File: src/rtl/dsm_pkg.sv
// dsm_pkg: shared constants and saturating-add helper for the delta-sigma modulator
package dsm_pkg;
  typedef struct packed {
    logic signed [31:0] sum;
    logic ovf;
  } sat_t;
  function automatic int fs(input int data_w);
    return 1 << (data_w - 1);
  endfunction
  function automatic int acc_max(input int acc_w);
    return (1 << (acc_w - 1)) - 1;
  endfunction
  function automatic int acc_min(input int acc_w);
    return -(1 << (acc_w - 1));
  endfunction
  function automatic sat_t sat_add(input longint a, input longint b, input int acc_w);
    longint s, hi, lo;
    s = a + b;
    hi = longint'(acc_max(acc_w));
    lo = longint'(acc_min(acc_w));
    return s > hi ? sat_t'{32'(hi), 1'b1} : s < lo ? sat_t'{32'(lo), 1'b1} : sat_t'{32'(s), 1'b0};
  endfunction
endpackage

File: src/rtl/dsm_sat_acc.sv
// dsm_sat_acc: saturating accumulator register, advances on en
module dsm_sat_acc
  import dsm_pkg::*;
#(
  parameter int ACC_W = 12
) (
  input  logic                    CLK,
  input  logic                    reset,
  input  logic                    en,
  input  logic signed [ACC_W:0]   addend,
  output logic signed [ACC_W-1:0] acc,
  output logic                    ovf
);
  sat_t r;
  always_comb r = sat_add(longint'(acc), longint'(addend), ACC_W);
  assign ovf = r.ovf;
  always_ff @(posedge CLK)
    if (reset) acc <= '0;
    else if (en) acc <= ACC_W'(r.sum);
endmodule

File: src/rtl/dsm_mod2.sv
// dsm_mod2: second-order CIFB delta-sigma modulator with sample handshake and sticky flags
module dsm_mod2
  import dsm_pkg::*;
#(
  parameter int DATA_W = 8,
  parameter int ACC_W  = DATA_W + 4,
  parameter int OSR    = 64
) (
  input  logic                     CLK,
  input  logic                     reset,
  input  logic                     en,
  input  logic signed [DATA_W-1:0] din,
  input  logic                     din_valid,
  output logic                     din_ready,
  output logic                     bit_out,
  output logic                     ovl,
  output logic                     underrun,
  input  logic                     clr_flags
);
  localparam int CW = $clog2(OSR);
  localparam logic signed [ACC_W:0] FSV = (ACC_W + 1)'(fs(DATA_W));
  logic [CW-1:0] cnt;
  logic signed [DATA_W-1:0] x_reg;
  logic signed [ACC_W-1:0] int1, int2;
  logic signed [ACC_W:0] fb, a1, a2;
  logic ovf1, ovf2, bit_next;
  assign fb = bit_out ? FSV : -FSV;
  assign a1 = (ACC_W + 1)'(x_reg) - fb;
  assign a2 = (ACC_W + 1)'(int1) - fb;
  assign bit_next = longint'(int2) + longint'(a2) >= 0;
  assign din_ready = en && cnt == CW'(OSR - 1);
  dsm_sat_acc #(.ACC_W(ACC_W)) u_int1 (
    .CLK(CLK), .reset(reset), .en(en), .addend(a1), .acc(int1), .ovf(ovf1)
  );
  dsm_sat_acc #(.ACC_W(ACC_W)) u_int2 (
    .CLK(CLK), .reset(reset), .en(en), .addend(a2), .acc(int2), .ovf(ovf2)
  );
  always_ff @(posedge CLK)
    if (reset) begin
      cnt      <= '0;
      x_reg    <= '0;
      bit_out  <= 1'b0;
      ovl      <= 1'b0;
      underrun <= 1'b0;
    end else begin
      if (en) begin
        cnt     <= din_ready ? '0 : cnt + 1'b1;
        bit_out <= bit_next;
      end
      if (din_ready && din_valid) x_reg <= din;
      ovl      <= (en && (ovf1 || ovf2)) || (ovl && !clr_flags);
      underrun <= (din_ready && !din_valid) || (underrun && !clr_flags);
    end
endmodule

File: config.mk
export PLATFORM = sky130hd
export DESIGN_NAME = dsm_mod2
export DESIGN_NICKNAME = d
export VERILOG_FILES = /design/src/rtl/dsm_pkg.sv /design/src/rtl/dsm_sat_acc.sv /design/src/rtl/dsm_mod2.sv
export SDC_FILE = /design/constraint.sdc
export NUM_CORES = 1
export LEC_CHECK = 0
export CORE_MARGIN = 1.5
export CORE_UTILIZATION = 30
export DETAILED_ROUTE_END_ITERATION = 8
export SLEW_MARGIN = 20
export SYNTH_ARGS = -nofsm -noshare
export SYNTH_HDL_FRONTEND = slang
export SYNTH_SLANG_ARGS = --single-unit
File: constraint.sdc
create_clock -name CLK -period 6.8 [get_ports CLK]
set_input_delay 1.36 -clock CLK [delete_from_list [all_inputs] [get_ports CLK]]
set_output_delay 1.36 -clock CLK [all_outputs]
set_load 0.05 [all_outputs]
Yosys cells after proc, flatten, opt, wreduce, memory -nomap -nowiden
Index checks and enable logic that the tools add are counted.
- input bits: 13
- logic and storage cells: 35
- output and inout bits: 4
- register bits after elaboration: 41
- reductions and logical operators: 11
- add/sub/neg operators: 5
- $lt $le $gt $ge: 5
- multiplexer cells: 6
- equality and inequality tests: 1
- operators with widths (cell ; count):
    2-to-1 mux 13 bit ; 5
    adder 12 x 13 -> 14 bit ; 2
    > comparator 14 x 12 -> 1 bit (second input constant) ; 2
    < comparator 14 x 12 -> 1 bit (second input constant) ; 2
    >= comparator 14 x 1 -> 1 bit (second input constant) ; 1
    subtractor 12 x 13 -> 13 bit ; 1
    subtractor 8 x 13 -> 13 bit ; 1
    adder 6 x 1 -> 6 bit (second input constant) ; 1
    == test 6 bit (second input constant) ; 1
    logical AND 1 bit ; 6
    2-to-1 mux 6 bit ; 1
    logical OR 1 bit ; 3
    logical NOT 1 bit ; 2

Logic depth before layout (Yosys ltp)
Gate-level depths: netlist (run 1).
- word-level depth: 9
- gate-level depth with buffers: 13
- mapped depth without buffers: 12

By module
A second synthesis (run 1) with hierarchy kept.
- cell total of the unflattened synthesis: 407
- area total of the unflattened synthesis: 3407.0 um^2
- modules (own cells, without submodules) (module ; seq. area each (um^2) ; area an instance (um^2) ; times used ; cells an instance):
    dsm_sat_acc ; 240.2 ; 1124.8 ; 2 ; 137
    dsm_mod2 ; 340.3 ; 1157.4 ; 1 ; 133

Worst setup path after synthesis (run 1)
Ideal clock, no wire load.
- path kind: input -> output
- start: in en
- end: out din_ready
- arrival: 2.272 ns
- data required time: 5.440 ns
- stages: 2
- setup slack: 3.168 ns
- buffers on the path: 0
- cells stage by stage: nand4_1 -> nor2_1
- cells in the longest elaborated chain, start to end: 1
- ends and longest elaborated chain (item ; RTL line ; source):
    start: declaration ; dsm_mod2.sv:11 ; input logic en,
    logical AND 1 bit ; dsm_mod2.sv:31 ; assign din_ready = en && cnt == CW'(OSR - 1);
    end: declaration ; dsm_mod2.sv:14 ; output logic din_ready,
No other way between the ends.

Worst setup path after layout (run 1)
Same ends and word-level chain as after synthesis.

==> flow_summary.yaml, run 1 <==
sta:
  rsz0062_at_grt: "false"
  period_share_pct: 70.10
  setup_viol: 0
  worst_pin_slew_ps: 974.3
  finClkSkew_ps: 7.104
  setup_ws_ps: 2034
  setup_tns_ps: 0
  max_slew_margin_pct: 34.81
  slew_violations: 0
  min_period_ps: 4766
  finalHoldViolCount: 0
  timing.fmax_mhz: 209.8
route:
  routed_via_density: 5.223
  dr.pass1.iters: 4
  wl_per_cell_um: 13.94
  ant_nets: 0
  top_layer: "met4"
  wl_met2_um: 3273
  drc: 0
  vias: 2575
  wl_met3_um: 192
  met1_length_um: 3349
  drt_iter0_drc: 112
  wl_um: 6874
synthesis:
  ys_ff_latch: 41
  synth-edff-count: 0
  ys_warn_count: 0
  synth_cell_types: 58
  syn_area_per_cell_sq_um: 8.629
  syn_inst: 348
  synth_nets: 391
  synthArstFlopShare_pct: 0
  ys.flop_type: "dfxtp_1"
  synth_area_sq_um: 3003
  synth-seq-area-share_pct: 27.33
cts:
  clkSinkCount: 41
  clk_path_buf_depth: 2
  cts_buffers: 5
  cts_resized: 0
  postCtsHoldBufs: 0
  cts_tree: "yes"
  post_cts_buffers: 0
  htreeDepth: 2
  clk_pin_slew_ps: 70
  insertion_delay_ps: 290
  root_buffer: "clkbuf_8"
pwr:
  ir_drop_mv: 0.1133
  p_clk_share_pct: 13.5
  power.total_mw: 1.144
  p_sw_mw: 0.5031
  power_leakage_nw: 1.462
  p_int_mw: 0.6408
  pwr-share-comb_pct: 58.6
  switching_share_pct: 43.98
  seq_power_share_pct: 27.9
  p_per_area_nw_per_um2: 338.5
global_route:
  antenna_found_initial: 0
  grt-ovfl-total: 0
  grt_pass1_wl_um: 11390
  grt_pass1_vias: 2386
  grt_usage_pct: 13.47
  grt_max_degree: 32
setup_path:
  end_kind: "output port"
  path_common_cell: "clkdlybuf4s50_1"
  worst-path-max-fanout: 23
  critical_path_class: "in -> out"
  crit_slowest_cell: "clkdlybuf4s50_1"
  rrSetupSlack_ps: 3000
  arrival_ps: 3410
  worstPathCellList: "clkdlybuf4s50_1 -> buf_4 -> nand4_1 -> nor2_1 -> clkdlybuf4s50_1"
  critPathLaunchType: "primary input"
  crit_required_ps: 5440
  critPathMaxStageDelay_ps: 860
floorplanning:
  io_pins: 17
  core_sq_um: 9729
  rows: 36
  dieArea_sq_um: 10620
  initial_core_util_pct: 30.86
  die_y_um: 103.0
  die_w_um: 103.0
cells_and_area:
  syn2layout_area_growth_pct: 12.54
  fin_util_pct: 34.74
  final_net_count: 402
  layout-drive-gt1-share_pct: 6.667
  layout.cells.non_filler: 493
  diodes: 0
placed_design:
  pre_cts_ws_ps: 2037
  place.gp.congestion: 0.8541
  io_buffers: 16
  dp_hpwl_um: 5192
  post-place-cells: 485
run_status:
  status: "finished, final reports clean"
job:
  maxCapViolCount: 0
worst_hold_path:
  hold_path_class: "reg -> reg"
==> power groups by stage <==
stage / clock [mW] / combinational (mW) / sequential (mW)
finish: 0.154 / 0.670 / 0.319
detailed placement: 0 / 0.667 / 0.325
global route: 0.170 / 0.744 / 0.327
global placement: 0 / 0.651 / 0.325
CTS: 0.159 / 0.670 / 0.321
floorplan: 0 / 0.529 / 0.324
==> placed cells by master (no fill, tap or decap), types with 9 or more instances in the layout <==
master,instances
a211oi_1,14
a21o_1,11
a21oi_1,24
a221o_1,10
clkdlybuf4s50_1,16
dfxtp_1,41
ha_1,27
mux2i_1,9
nand2_1,24
nand3_1,17
nor2_1,39
xnor2_1,15
xor2_1,9
==> through the flow <==
stage / hold WS [ps] / instance area, sq um
2_1_floorplan: 431.8 / 3003
3_3_place_gp: 451.0 / 3291
3_5_place_dp: 453.2 / 3291
4_1_cts: 470.9 / 3373
5_1_grt: 511.3 / 3379
6_report: 469.7 / 3379
==> synth_stat cells (all sizes together), types with 5 or more instances <==
master  number  area [sq um]
a211oi      15         125.1
a21o        13         106.4
a21oi       24         120.1
a221o       11         111.4
clkbuf      11         41.29
dfxtp       41         820.8
ha          27         337.8
inv          6         22.52
mux2i        9         90.09
nand2       24         90.09
nand2b       5         31.28
nand3       17         85.08
nor2        40         152.6
nor3         8         40.04
o21ai        7         35.03
xnor2       15         131.4
xor2         9         78.83
==> worst max-delay path, delay by kind of cell <==
| family | cells | cell delay, ps |
|---|---|---|
| buffers and inverters | 3 | 1560 |
| and+or+nand+nor | 2 | 470 |
==> cell type report <==
class | count | area (sq um)
Clock inverter | 2 | 10.01
Clock buffer | 6 | 72.57
Inverter | 6 | 22.52
Tap cell | 133 | 166.4
Fill cell | 1023 | 6350
Sequential cell | 41 | 820.8
Timing Repair Buffer | 18 | 175.2
Multi-Input combinational cell | 287 | 2112
==> cell families after synthesis <==
kind of cell / count (synthesis) / share of synthesized area, %
muxes: 9 / 3.000
DFF: 41 / 27.33
AOI/OAI and AO/OA: 105 / 27.46
and+or+nand+nor: 119 / 19.42
buffers and inverters: 20 / 2.542
adders and majority gates: 30 / 13.25
xor gates and xnor gates: 24 / 7.000
==> path summary, 6_finish.rpt <==
path                               startpoint            end  depth (start not counted)
worst max-delay path                       en      din_ready                          5
worst min-delay path            u_int2.acc[0]  u_int2.acc[0]                          2
worst max register to register        bit_out  u_int2.acc[6]                         12
worst min register to register  u_int2.acc[0]  u_int2.acc[0]                          2
==> layer usage <==
metal / vias to the layer above / GRT usage [%]
met3: 5 / 1.763
met4: 0 / 2.495
li1: 1322 / -
met2: 40 / 22.72
met1: 1208 / 18.55
met5: - / 0
Note: power is estimated with default switching activity, not from simulation.
==> inputs of run 2 (changes only) <==
==> constraint.sdc (replaced) <==
create_clock -name CLK -period 4.5 [get_ports CLK]
set_input_delay 0.9 -clock CLK [delete_from_list [all_inputs] [get_ports CLK]]
set_output_delay 0.9 -clock CLK [all_outputs]
set_load 0.05 [all_outputs]
==> run 2 against run 1 <==
Clock skew rose by 0.88 ps. Largest power group unchanged. Wire length rose by 3.4%. Critical path type is now reg -> reg. First-iteration DRC count rose by 18%. Register-to-register slack got worse by 2200 ps. Flip-flop and latch count did not move. Final cell count rose by 0.41%. Critical path depth rose by 7. Power rose by 52%. Largest cell class unchanged.
==> flow_summary.yaml, run 2 (same netlist as run 1, synthesis figures left out) <==
cells_and_area:
  final_cell_mix: "41 x dfxtp_1, 39 x nor2_1, 27 x ha_1"
  diodes: 0
  layout-drive-gt1-share_pct: 7.459
  layout_commonest_cell: "dfxtp_1"
  syn2layout_area_growth_pct: 12.87
  fin_util_pct: 34.84
  fill_cells: 1033
  final_net_count: 404
route:
  vias: 2633
  drc: 0
  dr.pass1.iters: 4
  wl_um: 7110
  routed_via_density: 5.319
  wl_per_cell_um: 14.36
  drt_iter0_drc: 132
  ant_nets: 0
cts:
  clkSinkCount: 41
  cts_tree: "yes"
  post_cts_buffers: 0
  cts_buffers: 5
  cts_resized: 0
  clk_path_buf_depth: 2
  clk_pin_slew_ps: 90
  htreeDepth: 2
  root_buffer: "clkbuf_8"
  postCtsHoldBufs: 0
  insertion_delay_ps: 290
setup_path:
  worstPathCellList: "ha_1 -> a21o_1 -> a21oi_1 -> xnor2_1 -> ha_1 -> and4_1 -> o21ai_0 -> a21o_4 -> or4b_1 -> and4b_4 -> a211oi_4 -> a211oi_1"
  critPathMaxStageDelay_ps: 520
  critPathLaunchType: "flop"
  critical_path_class: "reg -> reg"
  arrival_ps: 3820
  crit_required_ps: 4660
  worst-path-max-fanout: 9
  end_kind: "flop"
  crit_slowest_cell: "dfxtp_1"
  path_common_cell: "ha_1"
job:
  maxCapViolCount: 0
sta:
  finalHoldViolCount: 0
  slew_violations: 0
  timing.fmax_mhz: 273.0
  setup_tns_ps: 0
  period_share_pct: 81.40
  finClkSkew_ps: 7.984
  max_slew_margin_pct: 35.56
  setup_viol: 0
  worst_pin_slew_ps: 963.0
  setup_ws_ps: 837.0
  rsz0062_at_grt: "false"
  min_period_ps: 3663
placed_design:
  io_buffers: 16
  pre_cts_ws_ps: 859.4
  dp_hpwl_um: 5406
  place.gp.congestion: 0.9236
global_route:
  grt_pass1_wl_um: 12020
  grt_usage_pct: 14.22
  grt_pass1_vias: 2495
  grt_max_degree: 23
  grt-ovfl-total: 0
  antenna_found_initial: 0
floorplanning:
  die_y_um: 103.0
  io_pins: 17
  core_sq_um: 9729
  initial_core_util_pct: 30.86
  dieArea_sq_um: 10620
  rows: 36
  die_w_um: 103.0
run_status:
  status: "finished, final reports clean"
worst_hold_path:
  hold_path_class: "reg -> reg"
pwr:
  power_leakage_nw: 1.473
  p_per_area_nw_per_um2: 513.8
  ir_drop_mv: 0.1510
run 2: path summary, 6_finish.rpt:
check | to | depth (start not counted) | slack, ps | startpoint
max | u_int2.acc[7] | 12 | 840 | bit_out
min | u_int2.acc[0] | 2 | 470 | u_int2.acc[0]
max reg2reg | u_int2.acc[7] | 12 | 840 | bit_out
min reg2reg | u_int2.acc[0] | 2 | 470 | u_int2.acc[0]
run 2: power breakdown:
part           internal (mW)  leakage, nW  switching (mW)
clock network          0.107       0.0439           0.137
registers              0.426        0.335          0.0543
logic                  0.436         1.09           0.581
total                  0.969         1.47           0.772
run 2: final cells by class:
type / instances / area [sq um] / share of cell area [%]
tap: 133 / 166.4 / 4.910
timing repair buffer: 20 / 187.7 / 5.537
inverter: 6 / 22.52 / 0.6645
clock inverter: 3 / 17.52 / 0.5168
sequential: 41 / 820.8 / 24.22
multi-input combinational: 287 / 2106 / 62.13
clock buffer: 5 / 68.82 / 2.030
run 2: through the flow:
stage	area (sq um)	total power, mW	hold WS, ps	instances
3_5_place_dp	3303	1.496	453.1	487
2_1_floorplan	3003	1.289	431.8	348
5_1_grt	3390	1.896	502.9	495
4_1_cts	3390	1.745	471.5	495
6_report	3390	1.741	472.1	495
3_3_place_gp	3303	1.483	454.0	487
run 2: worst max-delay path: cells and delay by family (launching register included):
kind	cells	cell delay (ps)
adder cells (fa/ha/maj)	2	700
XOR/XNOR	1	170
AO/OA/AOI/OAI	6	1240
flip-flops	1	520
AND/OR/NAND/NOR	3	890
run 2: layer usage:
metal  GRT usage (%)  wire length [um]
met1           19.48              3470
met2           22.57              3175
met3           1.966               241
met4           5.613               223
met5               0                 0
